### src/rtl/irq_request_register.sv
// Interrupt request capture stage: synchronises raw IR lines, latches edge- or
// level-triggered requests, applies the mask and clears acknowledged bits.
module irq_request_register #(
  parameter int unsigned WIDTH       = 8,
  parameter int unsigned SYNC_STAGES = 2
) (
  input  logic             CLK,
  input  logic             RESET,
  input  logic [WIDTH-1:0] IR,
  input  logic             LTIM,
  input  logic [WIDTH-1:0] IMR,
  input  logic             CLR_EN,
  input  logic [WIDTH-1:0] CLR_SEL,
  output logic [WIDTH-1:0] IRR,
  output logic             ANY_REQ
);

  typedef enum logic [1:0] {
    ST_ARMED   = 2'd0,
    ST_PENDING = 2'd1,
    ST_SPENT   = 2'd2
  } edge_state_e;

  logic [SYNC_STAGES-1:0][WIDTH-1:0] sync_q, sync_d;
  logic [WIDTH-1:0] ir_dly_q, ir_dly_d;
  logic [WIDTH-1:0] irr_q, irr_d;
  logic             ltim_q, ltim_d;

  logic [WIDTH-1:0] ir_s;
  logic [WIDTH-1:0] rise;
  logic [WIDTH-1:0] clr;
  logic [WIDTH-1:0] pending;
  logic             ltim_chg;

  assign ir_s     = sync_q[SYNC_STAGES-1];
  assign rise     = ir_s & ~ir_dly_q;
  assign clr      = CLR_SEL & {WIDTH{CLR_EN}};
  assign ltim_chg = LTIM ^ ltim_q;

  always_comb begin
    sync_d   = {sync_q[SYNC_STAGES-2:0], IR};
    ir_dly_d = ir_s;
    ltim_d   = LTIM;
    irr_d    = pending & ~IMR;
  end

  // ltim_q loads the live mode during reset so release never looks like a mode change
  always_ff @(posedge CLK) begin
    if (RESET) begin
      sync_q   <= '0;
      ir_dly_q <= '0;
      irr_q    <= '0;
      ltim_q   <= LTIM;
    end else begin
      sync_q   <= sync_d;
      ir_dly_q <= ir_dly_d;
      irr_q    <= irr_d;
      ltim_q   <= ltim_d;
    end
  end

  for (genvar i = 0; i < WIDTH; i++) begin : g_bit
    edge_state_e st_q, st_d;
    logic        pend_q, pend_d;

    // Per-line request state; clear beats a same-cycle set
    always_comb begin
      st_d   = st_q;
      pend_d = pend_q;
      if (ltim_chg) begin
        pend_d = 1'b0;
        st_d   = ir_s[i] ? ST_SPENT : ST_ARMED;
      end else if (LTIM) begin
        pend_d = ir_s[i] & ~clr[i];
      end else begin
        case (st_q)
          ST_ARMED:   if (rise[i]) st_d = clr[i] ? ST_SPENT : ST_PENDING;
          ST_PENDING: if (clr[i])  st_d = ir_s[i] ? ST_SPENT : ST_ARMED;
          ST_SPENT:   if (!ir_s[i]) st_d = ST_ARMED;
          default:    st_d = ST_ARMED;
        endcase
        pend_d = (st_d == ST_PENDING);
      end
    end

    always_ff @(posedge CLK) begin
      if (RESET) begin
        st_q   <= ST_ARMED;
        pend_q <= 1'b0;
      end else begin
        st_q   <= st_d;
        pend_q <= pend_d;
      end
    end

    assign pending[i] = pend_q;
  end

  assign IRR     = irr_q;
  assign ANY_REQ = |irr_q;

endmodule
### config.mk
export PLATFORM = sky130hd
export DESIGN_NAME = irq_request_register
export DESIGN_NICKNAME = d
export VERILOG_FILES = /design/src/rtl/irq_request_register.sv
export SDC_FILE = /design/constraint.sdc
export NUM_CORES = 1
export LEC_CHECK = 0
export ABC_CLOCK_PERIOD_IN_PS = 1450
export BUFFER_PORTS_ARGS = -buffer_cell sky130_fd_sc_hd__buf_2
export CAP_MARGIN = 25
export CORE_ASPECT_RATIO = 1.2
export CORE_MARGIN = 2
export CORE_UTILIZATION = 35
export DETAILED_ROUTE_END_ITERATION = 7
export PLACE_DENSITY = 0.5
export SLEW_MARGIN = 20
export SYNTH_ARGS = -nofsm -noshare
export SYNTH_HDL_FRONTEND = slang
export SYNTH_SLANG_ARGS = --single-unit
### constraint.sdc
create_clock -name CLK -period 1.45 [get_ports CLK]
set_input_delay 0.0725 -clock CLK [delete_from_list [all_inputs] [get_ports CLK]]
set_output_delay 0.0725 -clock CLK [all_outputs]
set_load 0.01 [all_outputs]
==> impl_metrics.csv <==
group,metric,value,unit
layout,utilization,47.7,%
clocking,clk_pin_slew,0.07,ns
timing,min_period,1.32,ns
clocking,cts_tree,"built",
layout,nets,328,
timing,period_share,91.2,%
clocking,clock_latency,0.33,ns
clocking,htreeDepth,3,
synthesis,synth.distinct_cells,27,
timing,relSlewSlack,67.7,%
detailed_routing,drtAntennaViolNets,0,
placement,gp_congestion,0.753,
floorplan,num_rows,32,
hold_path,hold_class,"in2reg",
layout,final_cell_mix,"dfxtp_1, buf_2, nor2b_1, nand2_1, dlygate4sd3_1",
layout,final_area,3050,sq um
global_routing,track_usage,14.4,%
placement,placedCellCount,350,
synthesis,synth.avg_cell_area,10.1,sq um
synthesis,syn_inst,229,
timing,worst_pin_slew,0.485,ns
floorplan,io_pins,37,
timing,slew_viol_final,0,
floorplan,core,6410,sq um
power_and_ir_drop,swShare,22.7,%
worst_setup_path,crit_path_start_kind,"flip-flop",
detailed_routing,drt-total-wl,4.87,mm
clocking,cts_setup_buffers,0,
timing,tns,0,ns
detailed_routing,drc,0,
timing,rsz0062_at_grt,"false",
synthesis,syn-num-nets,258,
floorplan,dieArea,7260,sq um
worst_setup_path,worstPathArrival,1.56,ns
timing,setup_viol_count_final,0,
detailed_routing,routedWlPerCell,12.5,um
power_and_ir_drop,p_clk_share,43.0,%
global_routing,grt_pass1_vias,1692,
run_status,status,"finished clean",
layout,drive_gt1_share,27.6,%
layout,syn_to_final_growth,32.4,%
placement,port_buffers,36,
synthesis,ys_warn_count,0,
placement,place_area,2600,sq um
placement,hpwl,3.20,mm
global_routing,grt_max_degree,23,
clocking,root_buffer,"clkbuf_8",
power_and_ir_drop,p_sw,0.803,mW
global_routing,grt_pass1_wl,7.96,mm
floorplan,die_h,92.9,um
timing,fin_skew,0.00899,ns
clocking,cts_buffers,9,
global_routing,antenna_found_initial,0,
timing,finalHoldViolations,0,
detailed_routing,vias,1813,
floorplan,die_w,78.1,um
synthesis,synth-seq-cells,57,
worst_setup_path,required,1.69,ns
worst_setup_path,cp_max_fo,4,
clocking,cts.sinks,57,
worst_setup_path,endpoint_kind,"flip-flop",
power_and_ir_drop,p_int,2.74,mW
power_and_ir_drop,pwr_density_cell,1160,nW/um^2
layout,antenna_cells,0,
floorplan,start_util,36.0,%
worst_setup_path,critical_path_class,"reg2reg",
layout,fin_cells,389,
power_and_ir_drop,seqPwrFrac,46.6,%
detailed_routing,drtIter0Drc,60,
detailed_routing,drt_pass1_iterations,4,
timing,max_freq,756,MHz
power_and_ir_drop,comb_power_share,10.5,%
detailed_routing,viasPerCell,4.66,
power_and_ir_drop,leakage,1.17,nW
power_and_ir_drop,vdd_drop_max,0.000582,V
synthesis,synth-seq-area-share,49.5,%
clocking,clock_tree.buffer_depth,2,
global_routing,gr-total-overflow,0,
synthesis,syn_area,2310,sq um
layout,final_common_cell,"dfxtp_1",
job,maxCapViolCount,0,
==> flip-flops by register name, indices dropped and copies added, names as in the netlist <==
| signal | cells |
|---|---|
| sync_d | 8 |
| g_bit.st_q | 16 |
| g_bit.pend_q | 8 |
| ltim_q | 1 |
| ir_dly_d | 8 |
| ir_dly_q | 8 |
| IRR | 8 |
==> cell usage after synthesis (all sizes together) <==
| cell type | count | share of area, % |
|---|---|---|
| dfxtp | 57 | 49 |
| nor2b | 33 | 9.0 |
| nand2 | 23 | 3.7 |
| a21oi | 14 | 3.0 |
| buf | 10 | 3.6 |
| a2111oi | 8 | 5.2 |
| a311oi | 8 | 3.0 |
| inv | 8 | 1.3 |
| nand2b | 8 | 2.2 |
| nand3b | 8 | 2.6 |
| nor3b | 8 | 2.6 |
| o211ai | 8 | 2.6 |
| o21ai | 8 | 1.7 |
| nor2 | 7 | 1.1 |
| a221oi | 6 | 3.9 |
| clkbuf | 5 | 0.87 |
| nand4 | 2 | 0.54 |
| nor4 | 2 | 0.54 |
| o31ai | 2 | 1.1 |
| ha | 1 | 0.54 |
| nor3 | 1 | 0.71 |
| or2 | 1 | 0.27 |
| or3 | 1 | 0.27 |
==> logic make-up after synthesis <==
kind of cell	count (synthesis)	synth area share (%)
AOI/OAI and AO/OA	54	20.6
adders and majority gates	1	0.543
buffers and inverters	23	5.81
DFF	57	49.5
and+or+nand+nor	94	23.5
==> timing repair <==
item	CTS	global route
resized for setup	0	4
setup endpoints to repair	0	7
endpoints found under the hold margin	22	0
hold buffers	22	0
==> worst max-delay path: stages, from the launching register on <==
cell and delay, ns:
dfxtp_1 0.34, ha_4 0.21, or2_0 0.24, buf_4 0.17
o31ai_2 0.26
==> final cells by class <==
class	count	area, sq um
Fill cell	630	3350
Multi-Input combinational cell	149	1040
Timing Repair Buffer	74	524
Tap cell	85	106
Clock inverter	2	35.0
Sequential cell	57	1140
Inverter	8	30.0
Clock buffer	14	173
==> per-layer routing <==
| metal | track usage (%) | up-vias | wire [um] |
|---|---|---|---|
| li1 | - | 953 | - |
| met1 | 18.4 | 806 | 2380 |
| met2 | 22.5 | 45 | 2160 |
| met3 | 3.02 | 9 | 210 |
| met4 | 7.89 | 0 | 120 |
| met5 | 0 | - | 0 |
==> through the flow <==
stage / hold WS [ns] / total power, mW / setup WS (ns)
CTS: 0.0793 / 3.58 / 0.00991
detailed placement: 0.238 / 2.00 / 0.0368
finish: 0.0910 / 3.54 / 0.127
global route: 0.111 / 3.70 / 0.0509
global placement: 0.235 / 1.99 / 0.104
floorplan: 0.100 / 1.89 / 0.171
==> worst paths after layout <==
check / depth (start not counted) / startpoint / slack [ns] / end
hold reg to reg: 1 / sync_d[12] / 0.43 / ir_dly_d[4]
setup / recovery: 4 / ltim_q / 0.13 / g_bit[5].pend_q
hold / removal: 2 / RESET / 0.09 / ir_dly_d[0]
setup reg to reg: 4 / ltim_q / 0.13 / g_bit[5].pend_q
==> power groups by stage <==
stage	clock [mW]	combinational [mW]	sequential [mW]
after floorplan	0	0.216	1.67
after global placement	0	0.309	1.68
after detailed placement	0	0.313	1.68
after CTS	1.57	0.359	1.65
after global routing	1.64	0.410	1.66
final	1.52	0.371	1.65
No activity file was read; power rests on OpenSTA's default activity.
